`src/rtl/data_table_upsert_pkg.sv`:
```
// ---- data_table_upsert_pkg : shared hash table types for the data RAM writer (rev 1.0)
`default_nettype none

package data_table_upsert_pkg;

    localparam int KEY_WIDTH             = 16;
    localparam int VALUE_WIDTH           = 16;
    localparam int BUCKET_WIDTH          = 8;
    localparam int TABLE_ADDR_WIDTH      = 8;
    localparam int MAX_CHAIN_LEN_DEFAULT = 8;

    typedef enum logic [2:0] {
        OP_SEARCH     = 3'd0,
        OP_INSERT     = 3'd1,
        OP_DELETE     = 3'd2,
        OP_INSERT_NEW = 3'd3,
        OP_UPDATE     = 3'd4
    } ht_cmd_t;

    typedef enum logic [3:0] {
        SEARCH_FOUND                     = 4'd0,
        SEARCH_NOT_SUCCESS_NO_ENTRY      = 4'd1,
        INSERT_SUCCESS                   = 4'd2,
        INSERT_SUCCESS_SAME_KEY          = 4'd3,
        INSERT_NOT_SUCCESS_TABLE_IS_FULL = 4'd4,
        DELETE_SUCCESS                   = 4'd5,
        DELETE_NOT_SUCCESS_NO_ENTRY      = 4'd6,
        INSERT_NOT_SUCCESS_KEY_EXISTS    = 4'd7,
        INSERT_NOT_SUCCESS_CHAIN_LIMIT   = 4'd8,
        UPDATE_SUCCESS                   = 4'd9,
        UPDATE_NOT_SUCCESS_NO_KEY        = 4'd10
    } ht_rslt_t;

    typedef struct packed {
        logic [KEY_WIDTH-1:0]        key;
        logic [VALUE_WIDTH-1:0]      value;
        logic [TABLE_ADDR_WIDTH-1:0] next_ptr;
        logic                        next_ptr_val;
    } ram_data_t;

    typedef struct packed {
        logic [KEY_WIDTH-1:0]        key;
        logic [VALUE_WIDTH-1:0]      value;
        logic [BUCKET_WIDTH-1:0]     bucket;
        logic [TABLE_ADDR_WIDTH-1:0] head_ptr;
        logic                        head_ptr_val;
        ht_cmd_t                     cmd;
    } ht_data_task_t;

    typedef struct packed {
        ht_cmd_t                cmd;
        logic [KEY_WIDTH-1:0]   key;
        logic [VALUE_WIDTH-1:0] value;
        ht_rslt_t               rslt;
    } ht_result_t;

    typedef enum logic [2:0] {
        IDLE_S            = 3'd0,
        WALK_RD_S         = 3'd1,
        WALK_WAIT_S       = 3'd2,
        UPD_VALUE_S       = 3'd3,
        ALLOC_HEAD_S      = 3'd4,
        ALLOC_TAIL_DATA_S = 3'd5,
        ALLOC_TAIL_LINK_S = 3'd6,
        RESULT_S          = 3'd7
    } upsert_state_t;

endpackage

`default_nettype wire

```
`src/rtl/head_table_if.sv`:
```
// ---- head_table_if : head table write port (rev 1.0)
`default_nettype none

interface head_table_if
    import data_table_upsert_pkg::*;
#(
    parameter int A_WIDTH = TABLE_ADDR_WIDTH
);
    logic [BUCKET_WIDTH-1:0] wr_addr;
    logic [A_WIDTH-1:0]      wr_ptr;
    logic                    wr_ptr_val;
    logic                    wr_en;

    modport master (output wr_addr, wr_ptr, wr_ptr_val, wr_en);
    modport slave  (input  wr_addr, wr_ptr, wr_ptr_val, wr_en);
endinterface

`default_nettype wire

```
`src/rtl/data_table_upsert_rd_valid_delay.sv`:
```
// ---- rd_valid_delay : read-enable delay line that marks when data RAM read data is valid (rev 1.0)
`default_nettype none

module rd_valid_delay #(
    parameter int DEPTH = 2
)(
    input  logic clk_i,
    input  logic rst_n_i,
    input  logic rd_en_i,
    output logic rd_data_val_o
);
    logic [DEPTH-1:0] pipe;

    always_ff @(posedge clk_i or negedge rst_n_i) begin
        if (!rst_n_i) pipe <= '0;
        else          pipe <= (pipe << 1) | DEPTH'(rd_en_i);
    end

    assign rd_data_val_o = pipe[DEPTH-1];
endmodule

`default_nettype wire

```
`src/rtl/data_table_upsert.sv`:
```
// ---- data_table_upsert : chain-walking insert / insert-new / update writer for the hash table data RAM (rev 1.0)
`default_nettype none

module data_table_upsert
    import data_table_upsert_pkg::*;
#(
    parameter int RAM_LATENCY   = 2,
    parameter int A_WIDTH       = TABLE_ADDR_WIDTH,
    parameter int MAX_CHAIN_LEN = MAX_CHAIN_LEN_DEFAULT,
    parameter int HOP_W         = $clog2(MAX_CHAIN_LEN + 1)
)(
    input  logic               clk_i,
    input  logic               rst_n_i,
    input  ht_data_task_t      task_i,
    input  logic               task_valid_i,
    output logic               task_ready_o,
    input  ram_data_t          rd_data_i,
    output logic [A_WIDTH-1:0] rd_addr_o,
    output logic               rd_en_o,
    output logic [A_WIDTH-1:0] wr_addr_o,
    output ram_data_t          wr_data_o,
    output logic               wr_en_o,
    input  logic [A_WIDTH-1:0] empty_addr_i,
    input  logic               empty_addr_val_i,
    output logic               empty_addr_rd_ack_o,
    head_table_if.master       head_table,
    output ht_result_t         result_o,
    output logic               result_valid_o,
    input  logic               result_ready_i,
    output logic [HOP_W-1:0]   result_hops_o
);
    upsert_state_t          state;
    logic [KEY_WIDTH-1:0]   key_q;
    logic [VALUE_WIDTH-1:0] value_q;
    ht_cmd_t                cmd_q;
    ht_rslt_t               code_q;
    ram_data_t              node_q;
    logic [A_WIDTH-1:0]     cur_addr;
    logic [A_WIDTH-1:0]     alloc_addr;
    logic [HOP_W-1:0]       hops;
    logic                   rd_data_val;
    logic                   key_hit;
    logic                   at_limit;

    rd_valid_delay #(.DEPTH(RAM_LATENCY)) u_rd_valid_delay (
        .clk_i         (clk_i),
        .rst_n_i       (rst_n_i),
        .rd_en_i       (rd_en_o),
        .rd_data_val_o (rd_data_val)
    );

    assign key_hit       = (rd_data_i.key == key_q);
    assign at_limit      = (hops == HOP_W'(MAX_CHAIN_LEN));
    assign result_o      = '{cmd: cmd_q, key: key_q, value: value_q, rslt: code_q};
    assign result_hops_o = hops;

    // All strobes are registered: each is set on the edge that enters the state which owns it.
    always_ff @(posedge clk_i or negedge rst_n_i) begin
        if (!rst_n_i) begin
            state                 <= IDLE_S;
            task_ready_o          <= 1'b1;
            key_q                 <= '0;
            value_q               <= '0;
            cmd_q                 <= OP_SEARCH;
            code_q                <= SEARCH_FOUND;
            node_q                <= '0;
            cur_addr              <= '0;
            alloc_addr            <= '0;
            hops                  <= '0;
            rd_en_o               <= 1'b0;
            rd_addr_o             <= '0;
            wr_en_o               <= 1'b0;
            wr_addr_o             <= '0;
            wr_data_o             <= '0;
            empty_addr_rd_ack_o   <= 1'b0;
            head_table.wr_en      <= 1'b0;
            head_table.wr_addr    <= '0;
            head_table.wr_ptr     <= '0;
            head_table.wr_ptr_val <= 1'b0;
            result_valid_o        <= 1'b0;
        end else begin
            rd_en_o             <= 1'b0;
            wr_en_o             <= 1'b0;
            empty_addr_rd_ack_o <= 1'b0;
            head_table.wr_en    <= 1'b0;
            case (state)
                IDLE_S: if (task_valid_i) begin
                    key_q        <= task_i.key;
                    value_q      <= task_i.value;
                    cmd_q        <= task_i.cmd;
                    task_ready_o <= 1'b0;
                    hops         <= '0;
                    if (task_i.head_ptr_val) begin
                        cur_addr  <= A_WIDTH'(task_i.head_ptr);
                        rd_addr_o <= A_WIDTH'(task_i.head_ptr);
                        rd_en_o   <= 1'b1;
                        hops      <= HOP_W'(1);
                        state     <= WALK_RD_S;
                    end else if (task_i.cmd == OP_UPDATE || !empty_addr_val_i) begin
                        code_q         <= (task_i.cmd == OP_UPDATE) ? UPDATE_NOT_SUCCESS_NO_KEY
                                                                    : INSERT_NOT_SUCCESS_TABLE_IS_FULL;
                        result_valid_o <= 1'b1;
                        state          <= RESULT_S;
                    end else begin
                        alloc_addr            <= empty_addr_i;
                        empty_addr_rd_ack_o   <= 1'b1;
                        head_table.wr_en      <= 1'b1;
                        head_table.wr_addr    <= task_i.bucket;
                        head_table.wr_ptr     <= empty_addr_i;
                        head_table.wr_ptr_val <= 1'b1;
                        wr_en_o               <= 1'b1;
                        wr_addr_o             <= empty_addr_i;
                        wr_data_o             <= '{key: task_i.key, value: task_i.value,
                                                   next_ptr: '0, next_ptr_val: 1'b0};
                        state                 <= ALLOC_HEAD_S;
                    end
                end
                WALK_RD_S: state <= WALK_WAIT_S;
                WALK_WAIT_S: if (rd_data_val) begin
                    node_q <= rd_data_i;
                    if (key_hit && (cmd_q == OP_INSERT || cmd_q == OP_UPDATE)) begin
                        code_q    <= (cmd_q == OP_INSERT) ? INSERT_SUCCESS_SAME_KEY : UPDATE_SUCCESS;
                        wr_en_o   <= 1'b1;
                        wr_addr_o <= cur_addr;
                        wr_data_o <= '{key: rd_data_i.key, value: value_q,
                                       next_ptr: rd_data_i.next_ptr,
                                       next_ptr_val: rd_data_i.next_ptr_val};
                        state     <= UPD_VALUE_S;
                    end else if (key_hit) begin
                        code_q         <= INSERT_NOT_SUCCESS_KEY_EXISTS;
                        result_valid_o <= 1'b1;
                        state          <= RESULT_S;
                    end else if (!rd_data_i.next_ptr_val) begin
                        if (cmd_q == OP_UPDATE || at_limit || !empty_addr_val_i) begin
                            code_q         <= (cmd_q == OP_UPDATE) ? UPDATE_NOT_SUCCESS_NO_KEY :
                                              at_limit             ? INSERT_NOT_SUCCESS_CHAIN_LIMIT :
                                                                     INSERT_NOT_SUCCESS_TABLE_IS_FULL;
                            result_valid_o <= 1'b1;
                            state          <= RESULT_S;
                        end else begin
                            alloc_addr          <= empty_addr_i;
                            empty_addr_rd_ack_o <= 1'b1;
                            wr_en_o             <= 1'b1;
                            wr_addr_o           <= empty_addr_i;
                            wr_data_o           <= '{key: key_q, value: value_q,
                                                     next_ptr: '0, next_ptr_val: 1'b0};
                            state               <= ALLOC_TAIL_DATA_S;
                        end
                    end else if (at_limit) begin
                        // A chain longer than the limit means a corrupted link; refuse without writing.
                        code_q         <= INSERT_NOT_SUCCESS_CHAIN_LIMIT;
                        result_valid_o <= 1'b1;
                        state          <= RESULT_S;
                    end else begin
                        cur_addr  <= A_WIDTH'(rd_data_i.next_ptr);
                        rd_addr_o <= A_WIDTH'(rd_data_i.next_ptr);
                        rd_en_o   <= 1'b1;
                        hops      <= hops + HOP_W'(1);
                        state     <= WALK_RD_S;
                    end
                end
                UPD_VALUE_S, ALLOC_HEAD_S, ALLOC_TAIL_LINK_S: begin
                    if (state != UPD_VALUE_S) code_q <= INSERT_SUCCESS;
                    result_valid_o <= 1'b1;
                    state          <= RESULT_S;
                end
                ALLOC_TAIL_DATA_S: begin
                    wr_en_o   <= 1'b1;
                    wr_addr_o <= cur_addr;
                    wr_data_o <= '{key: node_q.key, value: node_q.value,
                                   next_ptr: TABLE_ADDR_WIDTH'(alloc_addr), next_ptr_val: 1'b1};
                    state     <= ALLOC_TAIL_LINK_S;
                end
                RESULT_S: if (result_ready_i) begin
                    result_valid_o <= 1'b0;
                    task_ready_o   <= 1'b1;
                    state          <= IDLE_S;
                end
                default: state <= IDLE_S;
            endcase
        end
    end
endmodule

`default_nettype wire

```
`src/flat_wrapper.sv`:
```
// flat-port wrapper written by rule: the top's interface ports become plain ports
module data_table_upsert_flat import data_table_upsert_pkg::*;
#(
    parameter int RAM_LATENCY   = 2,
    parameter int A_WIDTH       = TABLE_ADDR_WIDTH,
    parameter int MAX_CHAIN_LEN = MAX_CHAIN_LEN_DEFAULT,
    parameter int HOP_W         = $clog2(MAX_CHAIN_LEN + 1)
)
  (clk_i, rst_n_i, task_i, task_valid_i, task_ready_o, rd_data_i, rd_addr_o, rd_en_o, wr_addr_o, wr_data_o, wr_en_o, empty_addr_i, empty_addr_val_i, empty_addr_rd_ack_o, result_o, result_valid_o, result_ready_i, result_hops_o, head_table_wr_addr, head_table_wr_ptr, head_table_wr_ptr_val, head_table_wr_en);
  head_table_if #(.A_WIDTH(A_WIDTH)) head_table_i ();
  input  logic clk_i;
  input  logic rst_n_i;
  input  ht_data_task_t task_i;
  input  logic task_valid_i;
  output logic task_ready_o;
  input  ram_data_t rd_data_i;
  output logic [A_WIDTH-1:0] rd_addr_o;
  output logic rd_en_o;
  output logic [A_WIDTH-1:0] wr_addr_o;
  output ram_data_t wr_data_o;
  output logic wr_en_o;
  input  logic [A_WIDTH-1:0] empty_addr_i;
  input  logic empty_addr_val_i;
  output logic empty_addr_rd_ack_o;
  output ht_result_t result_o;
  output logic result_valid_o;
  input  logic result_ready_i;
  output logic [HOP_W-1:0] result_hops_o;
  output wire logic [$bits(head_table_i.wr_addr)-1:0] head_table_wr_addr;
  output wire logic [$bits(head_table_i.wr_ptr)-1:0] head_table_wr_ptr;
  output wire logic [$bits(head_table_i.wr_ptr_val)-1:0] head_table_wr_ptr_val;
  output wire logic [$bits(head_table_i.wr_en)-1:0] head_table_wr_en;
  assign head_table_wr_addr = head_table_i.wr_addr;
  assign head_table_wr_ptr = head_table_i.wr_ptr;
  assign head_table_wr_ptr_val = head_table_i.wr_ptr_val;
  assign head_table_wr_en = head_table_i.wr_en;
  data_table_upsert #(.RAM_LATENCY(RAM_LATENCY), .A_WIDTH(A_WIDTH), .MAX_CHAIN_LEN(MAX_CHAIN_LEN), .HOP_W(HOP_W)) u_core (.clk_i(clk_i), .rst_n_i(rst_n_i), .task_i(task_i), .task_valid_i(task_valid_i), .task_ready_o(task_ready_o), .rd_data_i(rd_data_i), .rd_addr_o(rd_addr_o), .rd_en_o(rd_en_o), .wr_addr_o(wr_addr_o), .wr_data_o(wr_data_o), .wr_en_o(wr_en_o), .empty_addr_i(empty_addr_i), .empty_addr_val_i(empty_addr_val_i), .empty_addr_rd_ack_o(empty_addr_rd_ack_o), .head_table(head_table_i), .result_o(result_o), .result_valid_o(result_valid_o), .result_ready_i(result_ready_i), .result_hops_o(result_hops_o));
endmodule
```
`config.mk`:
```
export PLATFORM = sky130hd
export DESIGN_NAME = data_table_upsert_flat
export DESIGN_NICKNAME = d
export VERILOG_FILES = /design/src/rtl/data_table_upsert_pkg.sv /design/src/rtl/head_table_if.sv /design/src/rtl/data_table_upsert_rd_valid_delay.sv /design/src/rtl/data_table_upsert.sv /design/src/flat_wrapper.sv
export SDC_FILE = /design/constraint.sdc
export NUM_CORES = 1
export LEC_CHECK = 0
export BUFFER_PORTS_ARGS = -buffer_cell sky130_fd_sc_hd__buf_2
export CAP_MARGIN = 10
export CORE_MARGIN = 2
export CORE_UTILIZATION = 50
export DETAILED_ROUTE_END_ITERATION = 6
export HOLD_SLACK_MARGIN = 0.1
export PLACE_DENSITY = 0.77
export SLEW_MARGIN = 20
export SYNTH_ARGS = -nofsm -noshare
export SYNTH_HDL_FRONTEND = slang
export SYNTH_SLANG_ARGS = --single-unit
```
`constraint.sdc`:
```
create_clock -name clk_i -period 3.3 [get_ports clk_i]
set_input_delay 0.66 -clock clk_i [delete_from_list [all_inputs] [get_ports clk_i]]
set_output_delay 0.66 -clock clk_i [all_outputs]
set_load 0.005 [all_outputs]
```
==> impl_metrics.tcl, run 1 <==
set metrics [dict create \
    drv_slew 0 \
    finalWirelength_um 22400 \
    vias 6751 \
    rrSetupSlack_ns 0.53 \
    grt_pass1_wl_um 36800 \
    r2r_cells 6 \
    max_freq_mhz 361 \
    die_area_sq_um 17200 \
    critPathArrivalTime_ns 3.07 \
    tritoncts "yes" \
    final_common_cell "buf_2" \
    dp_hpwl_um 15000 \
    antenna_found_initial 0 \
    timing_hold_violations_final 0 \
    vdd_drop_max_mv 0.521 \
    io_pins 229 \
    worstReg2RegStart "u_core.key_q[14]" \
    fin_nets 1056 \
    syn2layout_area_growth_pct 24.6 \
    wl_per_cell_um 19.0 \
    drt-initial-drc-count 399 \
    cp_num_buf_inv 0 \
    row_count 46 \
    crit_type "register to register" \
    finalSetupTns_ns 0 \
    synth-edff-count 0 \
    ctsHoldBuffers 0 \
    end_kind "register" \
    initial_core_util_pct 51.0 \
    critPathTopFamily "compound AO/OA/AOI/OAI gates" \
    leakage_uw 0.00488 \
    routed-wl-met3_um 1570 \
    relSlewSlack_pct 32.2 \
    timing.final.ws_setup_ns 0.532 \
    grt_pass1_vias 6933 \
    syn_nets 836 \
    path_depth 6 \
    drt-met1-wl_um 9310 \
    core_area_sq_um 15800 \
    clk_latency_ns 0.42 \
    synth_top_flop_cell "dfrtp_1" \
    p_per_area_nw_per_um2 915 \
    die_h_um 131 \
    min_period_ns 2.77 \
    crit_chain "xor2_1, nor4_4, and4_1, a31oi_1, mux2_2, mux2_1" \
    grt_max_degree 78 \
    cts_setup_buffers 0 \
    path_clk_slew_ns 0.06 \
    pre_cts_ws_ns 0.159 \
    reg2reg_to "u_core.wr_addr_o[3]" \
    grt.overflow.total 0 \
    outcome "completed" \
    synth_area_per_cell_sq_um 11.1 \
    drv_cap 0 \
    critPathLaunchType "register" \
    ys_async_sr_fraction_pct 100 \
    required_ns 3.61 \
    layout_common_cells "227 x buf_2, 166 x dfrtp_1, 143 x nand2_1" \
    synthCells 728 \
    postCtsResizedCells 0 \
    first_pass_iters 6 \
    worst_pin_slew_ns 1.01 \
    yosys.area.top_type_share_pct 51.7 \
    setup.worst_path.start "u_core.key_q[14]" \
    met2WireLength_um 10800 \
    hold_path_class "input pin to asynchronous set/reset pin" \
    port_buffers 228 \
    globalplace.congestion 0.810 \
    critical-path-slowest-cell "a31oi_1" \
    setup_viol 0 \
    cts_root_buf "clkbuf_16" \
    synth_cell_types 54 \
    cts_buffer_depth 2 \
    vias_per_cell 5.74 \
    top_layer "met4" \
    fin_worst_skew_ns 0.00866 \
    ys_seq_area_share_pct 52.1 \
    drc 0 \
    drive_above_1_share_pct 39.1 \
    cts_buffers 17 \
    yosys_warnings 0 \
    die_x_um 131 \
    critPathCapture "u_core.wr_addr_o[3]" \
    fin_crit_sh_pct 83.9 \
    detail-route-antenna-nets 0 \
    cts.sinks 168 \
    slowest_delay_ns 0.77 \
    rsz0062_at_grt "false" \
    path_max_fanout 8 \
    htree_levels 4 \
    yosys.area.top_type "dfrtp_1" \
    antenna_cells 0 \
    synthTopCellsByArea "dfrtp_1 52%, mux2_2 11%, nand2_1 6.6%" \
    synth_area_sq_um 8080 \
    synth-seq-cells 168 \
    grtUsageTotal_pct 26.8 \
    final.fill_count 1315 \
]
[metal layers]
metal | vias up | GRT usage [%]
li1 | 3062 | -
met4 | 0 | 11.8
met3 | 47 | 6.98
met1 | 3359 | 34.1
met2 | 283 | 43.3
met5 | - | 0
[how the worst min path moves through the flow]
stage                                                  to  slack [ns]  depth (start not counted)
after CTS                     u_core.head_table.wr_ptr[2]        0.28                          1
after floorplan           u_core.u_rd_valid_delay.pipe[1]        0.33                          0
after global routing          u_core.head_table.wr_ptr[2]        0.31                          1
after detailed placement  u_core.u_rd_valid_delay.pipe[1]        0.34                          0
final                         u_core.head_table.wr_ptr[2]        0.26                          1
after global placement    u_core.u_rd_valid_delay.pipe[1]        0.34                          0
[cell type report]
class	count	area, sq um	area share, %
tap	216	270	2.68
inverter	9	33.8	0.336
clock buffer	20	457	4.54
multi-input combinational	501	3630	36.0
timing repair buffer	251	1350	13.4
clock inverter	12	126	1.26
sequential	168	4210	41.8
[cell families after synthesis]
group / count (synthesis) / synth area share, %
XOR/XNOR: 19 / 2.06
flip-flops: 168 / 52.1
buffers and inverters: 59 / 3.30
multiplexers: 120 / 16.7
AND/OR/NAND/NOR: 229 / 13.1
AO/OA/AOI/OAI: 131 / 12.5
adder cells (fa/ha/maj): 2 / 0.310
[per-stage QoR]
stage | cells | area [sq um] | hold slack, ns | total power [uW] | utilization [%]
6_report | 1177 | 10100 | 0.256 | 9210 | 63.6
5_1_grt | 1177 | 10100 | 0.306 | 9820 | 63.6
4_1_cts | 1177 | 10100 | 0.284 | 9260 | 63.6
3_5_place_dp | 1145 | 9480 | 0.340 | 7270 | 59.9
3_3_place_gp | 1145 | 9480 | 0.337 | 7140 | 59.9
2_1_floorplan | 728 | 8080 | 0.331 | 5770 | -
[sequential cells by signal, indices dropped and copies added (netlist names), 2 cells and up]
name                          cells
u_core.wr_data_o                 41
u_core.node_q                    32
u_core.key_q                     16
u_core.value_q                   16
u_core.alloc_addr                 8
u_core.cur_addr                   8
u_core.head_table.wr_addr         8
u_core.head_table.wr_ptr          8
u_core.wr_addr_o                  8
u_core.code_q                     4
u_core.result_hops_o              4
u_core.cmd_q                      3
u_core.state                      3
u_core.u_rd_valid_delay.pipe      2
[power by group]
part / internal, uW / total [uW] / switching, uW
registers: 2950 / 3580 / 630
clock network: 1150 / 1970 / 819
logic: 1810 / 3660 / 1840
[cell usage after synthesis, drive strengths merged (3+ instances only)]
| master | instances |
|---|---|
| a21oi | 7 |
| a221o | 17 |
| a22o | 26 |
| a31oi | 12 |
| and3 | 5 |
| buf | 21 |
| clkbuf | 29 |
| dfrtp | 167 |
| inv | 9 |
| mux2 | 116 |
| mux2i | 4 |
| nand2 | 143 |
| nand2b | 3 |
| nand3 | 6 |
| nor2 | 36 |
| nor3 | 18 |
| nor3b | 3 |
| nor4 | 5 |
| o21ai | 24 |
| o22ai | 17 |
| o311a | 16 |
| xor2 | 18 |
No activity file was read; power rests on OpenSTA's default activity.
==> run 2: changes to the inputs <==
- clock period: 3.3 -> 2.8 ns (I/O delays scaled with it)
==> impl_metrics.tcl, run 2 (synthesis gave the netlist of run 1 again) <==
set metrics [dict create \
    die_area_sq_um 17200 \
    drv_slew 0 \
    outcome "completed" \
    critical-path-slowest-cell "dfrtp_1" \
    grtUsageTotal_pct 26.1 \
    finalWirelength_um 22200 \
    leakage_uw 0.00495 \
    reg_top3 "u_core.wr_data_o (41), u_core.node_q (32)" \
    cts.sinks 168 \
    path_clk_slew_ns 0.06 \
    min_period_ns 2.40 \
    first_pass_iters 4 \
    vias 6625 \
    grt_max_degree 67 \
    cts_buffers 17 \
    grt_pass1_wl_um 35300 \
    timing_hold_violations_final 0 \
    vdd_drop_max_mv 0.588 \
    wl_per_cell_um 18.7 \
    initial_core_util_pct 51.0 \
    cts_root_buf "clkbuf_16" \
    antenna_found_initial 0 \
    tritoncts "yes" \
    multiInputGateArea_sq_um 3630 \
    clk_latency_ns 0.43 \
    row_count 46 \
    fin_worst_skew_ns 0.0114 \
    setup.worst_path.start "u_core.key_q[12]" \
    p_per_area_nw_per_um2 1070 \
    cts_buffer_depth 2 \
    cp_num_buf_inv 1 \
    relSlewSlack_pct 57.8 \
    layout_common_cells "227 x buf_2, 166 x dfrtp_1, 143 x nand2_1" \
    fin_crit_sh_pct 85.8 \
    worstReg2RegStart "u_core.key_q[12]" \
    crit_type "register to register" \
    drt-initial-drc-count 394 \
    critPathArrivalTime_ns 2.71 \
    slowest_delay_ns 0.42 \
    fin_area_sq_um 10200 \
    drc 0 \
    top_register "u_core.wr_data_o" \
    path_depth 7 \
    syn2layout_area_growth_pct 26.0 \
    finalSetupTns_ns 0 \
    timing.final.ws_setup_ns 0.397 \
    final.fill_count 1263 \
    detail-route-antenna-nets 0 \
    grt.overflow.total 0 \
    worst_pin_slew_ns 0.633 \
    final_common_cell "buf_2" \
    setup_viol 0 \
    dp_hpwl_um 15400 \
    io_pins 229 \
    die_x_um 131 \
    max_freq_mhz 416 \
    vias_per_cell 5.57 \
    hold_path_class "input pin to asynchronous set/reset pin" \
    end_kind "register" \
    drive_above_1_share_pct 39.8 \
    antenna_cells 0 \
    core_area_sq_um 15800 \
    fin_nets 1070 \
    grt_pass1_vias 6614 \
    pre_cts_ws_ns 0.157 \
    drv_cap 0 \
    largest_reg_flops 41 \
    cts_setup_buffers 0 \
    final-seq-area_sq_um 4210 \
    ctsHoldBuffers 0 \
    required_ns 3.11 \
    critPathLaunchType "register" \
    htree_levels 4 \
    postCtsResizedCells 0 \
    path_max_fanout 19 \
    rsz0062_at_grt "false" \
    crit_chain "xor2_1, nor4_4, and4_1, nand2_1, o221ai_4, buf_12, mux2_2" \
    die_h_um 131 \
    post_dp_cell_area_sq_um 9610 \
    port_buffers 228 \
    r2r_cells 7 \
    globalplace.congestion 0.835 \
    critPathTopFamily "simple AND/OR/NAND/NOR gates" \
]
==> run 2: changes by cell type in the layout (fill, tap and decap cells not counted), sizes merged <==
cell	delta
clkinv	-2
buf	+14
clkbuf	+1
clkinvlp	-1
==> run 2: per-layer routing <==
metal	track usage, %	up-vias	part of all wire [%]
met2	43.7	244	50
met5	0	-	0
met4	10.2	0	2.6
met1	33.1	3258	41
met3	6.13	38	6.4
li1	-	3085	-
==> run 2: worst paths after layout <==
check | endpoint | slack [ns]
max | u_core.wr_data_o[39] | 0.40
min | u_core.head_table.wr_ptr[0] | 0.13
max reg2reg | u_core.wr_data_o[39] | 0.40
min reg2reg | u_core.u_rd_valid_delay.pipe[0] | 0.38
max in group asynchronous | u_core.node_q[32] | 1.95
min in group clk_i | u_core.node_q[18] | 0.33
==> run 2: layout make-up <==
class,instances,share of cell area (%)
Clock buffer,21,4.52
Clock inverter,9,0.996
Inverter,9,0.332
Multi-Input combinational cell,501,35.7
Sequential cell,168,41.3
Tap cell,216,2.66
Timing Repair Buffer,265,14.5
==> run 2: report_power, final <==
group	total (uW)	internal, uW	leakage [uW]	switching, uW
clock	2260	1340	0.000278	919
sequential	4230	3480	0.00198	752
combinational	4380	2220	0.00270	2160
==> run 2: metrics by stage <==
| stage | utilization, % | std cells | hold slack (ns) | total power, uW |
|---|---|---|---|---|
| 6_report | 64.3 | 1189 | 0.128 | 10900 |
| 5_1_grt | 64.3 | 1189 | 0.168 | 11600 |
| 4_1_cts | 64.3 | 1189 | 0.147 | 11000 |
| 3_5_place_dp | 60.7 | 1159 | 0.369 | 8640 |
| 3_3_place_gp | 60.7 | 1159 | 0.346 | 8470 |
| 2_1_floorplan | - | 728 | 0.264 | 6800 |
